--- src/rtl/mem_port_arbiter.sv ---
// Two-requester round-robin arbiter for one shared 16-bit RAM port, with a burst cap.
// Optional per-requester transfer counters are enabled by defining ARB_GRANT_CNT_EN.
module mem_port_arbiter #(
  parameter int unsigned MAX_BURST = 4,
  parameter int unsigned AW        = 15
) (
  input  logic          clk,
  input  logic          reset,

  input  logic          req_a,
  input  logic          load_a,
  input  logic [AW-1:0] addr_a,
  input  logic [15:0]   in_a,
  output logic          gnt_a,

  input  logic          req_b,
  input  logic          load_b,
  input  logic [AW-1:0] addr_b,
  input  logic [15:0]   in_b,
  output logic          gnt_b,

  output logic [AW-1:0] mem_addr,
  output logic [15:0]   mem_in,
  output logic          mem_load,
  output logic          sel,
  output logic          busy
`ifdef ARB_GRANT_CNT_EN
  ,
  output logic [15:0]   cnt_a,
  output logic [15:0]   cnt_b
`endif
);

  typedef enum logic [1:0] {
    StIdle,
    StOwnA,
    StOwnB
  } owner_e;

  localparam logic [3:0] MaxBurst = 4'(MAX_BURST);
  localparam logic       SelA     = 1'b0;
  localparam logic       SelB     = 1'b1;

  owner_e     owner_q, owner_d;
  logic       last_q, last_d;
  logic [3:0] burst_q, burst_d;
  logic [3:0] burst_inc;
  logic       pick_a, pick_b;

  assign burst_inc = (burst_q == 4'hF) ? 4'hF : burst_q + 4'd1;

  // Grant decision: the current owner keeps the port until the cap is hit under contention.
  always_comb begin
    pick_a = 1'b0;
    pick_b = 1'b0;
    if (!reset) begin
      case (owner_q)
        StIdle: begin
          if (req_a && req_b) begin
            if (last_q == SelB) pick_a = 1'b1;
            else                pick_b = 1'b1;
          end else if (req_a) begin
            pick_a = 1'b1;
          end else if (req_b) begin
            pick_b = 1'b1;
          end
        end
        StOwnA: begin
          if (req_a && (!req_b || (burst_q < MaxBurst))) pick_a = 1'b1;
          else if (req_b)                                 pick_b = 1'b1;
        end
        StOwnB: begin
          if (req_b && (!req_a || (burst_q < MaxBurst))) pick_b = 1'b1;
          else if (req_a)                                 pick_a = 1'b1;
        end
        default: ;
      endcase
    end
  end

  assign gnt_a = pick_a;
  assign gnt_b = pick_b;

  always_comb begin
    owner_d = StIdle;
    burst_d = 4'd0;
    last_d  = last_q;
    if (pick_a) begin
      owner_d = StOwnA;
      burst_d = (owner_q == StOwnA) ? burst_inc : 4'd1;
      last_d  = SelA;
    end else if (pick_b) begin
      owner_d = StOwnB;
      burst_d = (owner_q == StOwnB) ? burst_inc : 4'd1;
      last_d  = SelB;
    end
  end

  always_ff @(posedge clk) begin
    if (reset) begin
      owner_q  <= StIdle;
      last_q   <= SelB;
      burst_q  <= 4'd0;
      mem_addr <= '0;
      mem_in   <= 16'h0000;
      mem_load <= 1'b0;
      sel      <= SelA;
      busy     <= 1'b0;
    end else begin
      owner_q  <= owner_d;
      last_q   <= last_d;
      burst_q  <= burst_d;
      busy     <= pick_a | pick_b;
      mem_load <= (pick_a & load_a) | (pick_b & load_b);
      // Address, data and sel hold their last values on idle cycles.
      if (pick_a) begin
        mem_addr <= addr_a;
        mem_in   <= in_a;
        sel      <= SelA;
      end else if (pick_b) begin
        mem_addr <= addr_b;
        mem_in   <= in_b;
        sel      <= SelB;
      end
    end
  end

`ifdef ARB_GRANT_CNT_EN
  always_ff @(posedge clk) begin
    if (reset) begin
      cnt_a <= 16'h0000;
      cnt_b <= 16'h0000;
    end else begin
      if (pick_a) cnt_a <= cnt_a + 16'd1;
      if (pick_b) cnt_b <= cnt_b + 16'd1;
    end
  end
`endif

endmodule

--- config.mk ---
export PLATFORM = sky130hd
export DESIGN_NAME = mem_port_arbiter
export DESIGN_NICKNAME = d
export VERILOG_FILES = /design/src/rtl/mem_port_arbiter.sv
export SDC_FILE = /design/constraint.sdc
export NUM_CORES = 1
export LEC_CHECK = 0
export BUFFER_PORTS_ARGS = -buffer_cell sky130_fd_sc_hd__buf_4
export CAP_MARGIN = 5
export CORE_MARGIN = 5
export CORE_UTILIZATION = 30
export DETAILED_ROUTE_END_ITERATION = 7
export PLACE_DENSITY_LB_ADDON = 0.1
export SETUP_SLACK_MARGIN = 0.4
export SYNTH_ARGS = -nofsm -noshare
export SYNTH_HDL_FRONTEND = slang
export SYNTH_SLANG_ARGS = --single-unit
--- constraint.sdc ---
create_clock -name clk -period 2.4 [get_ports clk]
set_input_delay 0.12 -clock clk [delete_from_list [all_inputs] [get_ports clk]]
set_output_delay 0.12 -clock clk [all_outputs]
set_load 0.05 [all_outputs]
After elaboration in Yosys (flattened, before gate mapping):

Cells that the tools add are included.

* register bits after elaboration: 41
* output and inout bits: 36
* logic and storage cells: 56

* $add $sub $neg: 1
* $lt $le $gt $ge: 1
* equality and inequality tests: 3
* muxes and demuxes: 28
* bitwise logic cells: 4
* reduce and logical (&&, ||, !) cells: 10

Operator list (number)
* $mux 16: 2
* $mux 15: 2
* $mux 4: 5
* $mux 1: 16
* $pmux 1 s3: 2
* $add 4x1->4 const B: 1
* $eq 4x4->1 const B: 1
* $lt 4x3->1 const B: 1
* $logic_and 1x1->1: 3
* $and 1x1->1: 2
* $eq 2x1->1 const B: 1
* $eq 2x2->1 const B: 1
* $logic_not 1->1: 2
* $logic_not 2->1: 1
* $logic_or 1x1->1: 2
* $mux 2: 1
* $or 1x1->1: 2
* $reduce_bool 2->1: 1
* $reduce_or 2->1: 1

Depth between registers and ports, before layout:

* word-level depth: 8
* gate-level depth with buffers: 8
* gate-level depth less buffers: 6

Worst setup path before layout:

OpenSTA, ideal clock, no wires.

* kind: reg2reg
* start: register burst_q[3]
* end: register mem_load
* library setup time: 0.061 ns
* data arrival time: 2.062 ns
* setup slack: 0.277 ns
* cell stages (with the launch flop): 8
* buffers on the path: 2
* clock period less this slack: 2.123 ns
* path through: dfxtp_1 > buf_6 > o211ai_2 > o31ai_1 > a311o_1 > buf_6 > nor2_1 > a22o_1

* cells in the longest elaborated chain, start to end: 8
* elaborated cells between the ends (all ways): 16
* classes of those cells: order compare: 1; mux: 8; bitwise: 3; reduce/logical: 4

RTL lines
* start, declared: line 46 `logic [3:0] burst_q, burst_d;`
* start signal, assigned: line 112 `burst_q <= burst_d;`
* $lt 4x3->1 (*): line 69, 73
* $logic_or 1x1->1 (on tied branches): line 73, 69
* $logic_and 1x1->1 (on tied branches): line 73, 69
* $mux 1 (on tied branches): line 73, 69
* $pmux 1 s3 (*): line 57 `case (owner_q)`
* $mux 1 (*): line 56 `if (!reset) begin`
* via gnt_b: line 20 `output logic gnt_b,`
* $and 1x1->1 (*): line 114 `mem_load <= (pick_a & load_a) | (pick_b & load_b);`
* $or 1x1->1 (*): line 114
* end signal, assigned: line 114
* end, declared: line 24 `output logic mem_load,`

Mark *: on every way through the listed nets, which the timed path passes. The rest lies on a longest branch.
A chain may end at the register's enable or synchronous reset.

Worst setup path in the final report:

* start: register burst_q[3]
* end: output gnt_b

* cells in the longest elaborated chain, start to end: 6
* elaborated cells between the ends (all ways): 9
* classes of those cells: order compare: 1; mux: 4; reduce/logical: 4

RTL lines (line)
* $lt 4x3->1 (*): 69, 73
* $logic_or 1x1->1 (on tied branches): 73, 69
* $logic_and 1x1->1 (on tied branches): 73, 69
* $mux 1 (on tied branches): 73, 69
* $pmux 1 s3 (*): 57
* $mux 1 (*): 56
* end, declared: 20

Mark *: on every way between the ends. The rest lies on a longest branch, timed or not.

==> summary.txt <==
Setup path
  – Worst Setup SP: burst_q[3]$_SDFF_PP0_
  – Crit path required time: 2.28 ns
  – R2R Path Start: burst_q[3]$_SDFF_PP0_
  – R2r worst-path depth: 6
  – Max stage delay cell, worst path: dfxtp_1
  – Worst path arrival time: 1.67 ns
  – CP peak stage delay: 0.38 ns
  – Crit Reg-Reg Endpoint: burst_q[1]$_SDFF_PP0_
  – CP Launch Type: flop
  – Setup crit end kind: output pin
  – CP max FO: 7
  – Setup crit end: gnt_b
  – CP Cell Sequence: o211ai_2 > o31ai_1 > a311o_2 > nor2_2 > buf_4
  – CP Class: flop to output pin
  – Reg-to-reg slack, setup: 0.69 ns

Synthesis
  – Syn_nets: 258
  – Dominant cell type by area after synthesis: dfxtp_1
  – Dominant cell by count in the synthesized netlist: dfxtp_1
  – Compound-cell area share of the yosys netlist: 17.09%
  – Synthesis warning total: 0
  – Cell area after synthesis: 1772 sq um
  – Synth Area in Adders: 0.7062%
  – Yosys reg bits: 41
  – XOR/XNOR share of the synthesized area: 0%
  – Unique masters post-synth: 31
  – EDFF count, synth: 0
  – Top cells by area, synth: dfxtp_1, mux2i_1, o21ai_0, nand2_1, buf_6
  – Mapped Avg Cell Area: 9.374 sq um
  – Cells after synthesis: 189
  – Mux share of post-synthesis cell area: 18.08%
  – Post-synth top flop: dfxtp_1
  – Yosys top cell area share: 46.33%
  – Largest family of logic cells by synthesized area: multiplexers
  – Post-Synth Simple-Gate Area: 11.79%
  – Synth async-reset ratio: 0%
  – Post-synthesis sequential area ratio: 46.33%
  – Most frequent cells after synthesis: dfxtp_1, o21ai_0, nand2_1, mux2i_1, nor2_1

Clocking
  – CTS tree: yes
  – Root buffer cell: clkbuf_8
  – CTS buffer count: 5
  – CTS sink count: 41
  – Clk slew on worst S/H paths: 0.08 ns
  – Maximum level of the CTS H-tree: 2
  – Worst-Skew Late Latency: 0.29 ns
  – Longest Clk Path Bufs: 2

Finish
  – Fin cells: 370
  – Syn-to-layout area delta: 53.88%
  – Layout cell share with drive strength beyond 1: 42.71%
  – Fin nets: 363
  – Final Util: 46.88%
  – Antenna cells: 0

STA
  – Minimum clock period: 1.786 ns
  – FMAX: 0.5600 GHz
  – Hold Violations, Final: 0
  – Tcrit/Tclk final: 74.41%
  – Worst Tran Pin Value: 0.3351 ns
  – Final Max Slew Viols: 0
  – Aggregate negative setup slack: 0 ns
  – Setup Skew: 0.008020 ns
  – Worst slew margin: 77.66%
  – Final Setup Violations: 0
  – WHS: 0.01684 ns
  – RSZ-0062 raised after global routing: false

Routing
  – Final wirelength: 4.901 mm
  – DR iter-0 viols: 33
  – Drt drc: 0
  – DR vias/cell: 4.535
  – Wire length per cell: 13.25 um
  – Via count: 1678
  – ANT nets after route: 0
  – Pre-antenna DRT Iters: 4

Floorplanning
  – Core box area: 5816 sq um
  – Chip height: 86.85 um
  – Die ar.: 7543 sq um
  – # IOs: 104
  – FP Rows: 28
  – Die X-Extent: 86.85 um
  – Starting Density: 30.46%

Power and ir drop
  – Overall Power: 0.001890 W
  – Leak: 1.353 nW
  – Worst IR Drop VDD: 0.0003061 V
  – PwrDens: 693.3 nW/um^2

Placement
  – GP Congestion: 0.7421
  – Count of buffers from port buffering: 103
  – Hpwl dp: 3.667 mm
  – Placed instance count: 359

Global route
  – Largest net degree at the start of global routing: 33
  – Vias in the first global route: 1743
  – Global Route Usage Sum: 13.12%
  – Initial antenna violation count: 0
  – GRT Residual Overflow: 0
  – First-pass GRT wire length: 7.907 mm

Flow run
  – Maxcap violations: 0

Hold path
  – HP Class: input pin to flop

Run status
  – Run status: finished clean
[how the worst min path moves through the flow]
| stage | from | end | cells past startpoint |
|---|---|---|---|
| final | addr_a[13] | mem_addr[13]$_SDFFE_PP0P_ | 3 |
| after floorplan | reset | owner_q[1]$_SDFF_PP0_ | 1 |
| after global routing | addr_a[13] | mem_addr[13]$_SDFFE_PP0P_ | 3 |
| after CTS | addr_a[10] | mem_addr[10]$_SDFFE_PP0P_ | 3 |
| after detailed placement | in_a[15] | mem_in[15]$_SDFFE_PP0P_ | 3 |
| after global placement | addr_a[5] | mem_addr[5]$_SDFFE_PP0P_ | 3 |
[report_power, final]
group / switching, W / internal (W) / leakage, nW / total, W
Clock: 0.000244 / 0.000233 / 0.0512 / 0.000477
Combinational: 0.000381 / 0.000242 / 0.962 / 0.000623
Sequential: 0.0000381 / 0.000751 / 0.340 / 0.000790
[cell type report]
type / count / area [sq um]
Multi-Input combinational cell: 130 / 848.3
Fill cell: 609 / 3089
Sequential cell: 41 / 822.0
Clock buffer: 6 / 82.58
Inverter: 6 / 27.53
Timing Repair Buffer: 110 / 838.3
Clock inverter: 2 / 13.76
Tap cell: 75 / 93.84
[logic make-up after synthesis]
family	Yosys count
and+or+nand+nor	49
AOI/OAI and AO/OA	48
DFF	41
muxes	32
buffers and inverters	18
adders and majority gates	1
[stage by stage]
step           cell area, sq um  setup WS [ns]
2_1_floorplan              1774         0.5598
3_3_place_gp               2601         0.3226
3_5_place_dp               2601         0.3280
4_1_cts                    2714         0.4028
5_1_grt                    2726         0.4733
6_report                   2726         0.6142
[sequential cells by signal, summed over array words and instances, names as in the netlist]
name and cells:
mem_load 1, mem_addr 15, last_q 1, sel 1, mem_in 16, owner_q 2
burst_q 4, busy 1
[metal layers]
metal | global-route usage [%] | routed length, um | vias to the layer above
met2 | 20.77 | 2183 | 60
met1 | 15.76 | 2162 | 749
met4 | 4.249 | 73 | 0
met5 | 0 | 0 | -
li1 | - | - | 861
met3 | 6.055 | 482 | 8
[worst max-delay path: cells and delay by family (launching register included)]
family          cells  cell delay (ns)
flops               1             0.38
buf+inv             1             0.22
simple gates        1             0.15
compound gates      3             0.62
[layout by cell type (no fill, tap or decap), types with 2 or more instances in the layout]
cell / count
a21oi_1: 3
buf_4: 109
clkbuf_8: 6
dfxtp_1: 40
inv_1: 5
mux2i_1: 32
nand2_1: 34
nand3_1: 2
nor2_1: 5
o21ai_0: 34
[timing repair]
| item | 4_1_cts | 5_1_grt |
|---|---|---|
| buffers inserted | 2 | 1 |
| endpoints found under the setup margin | 34 | 1 |
| resized for setup | 1 | 4 |
| hold buffers | 0 | 0 |
| pin swaps | 1 | 1 |
No activity file was read; power rests on OpenSTA's default activity.
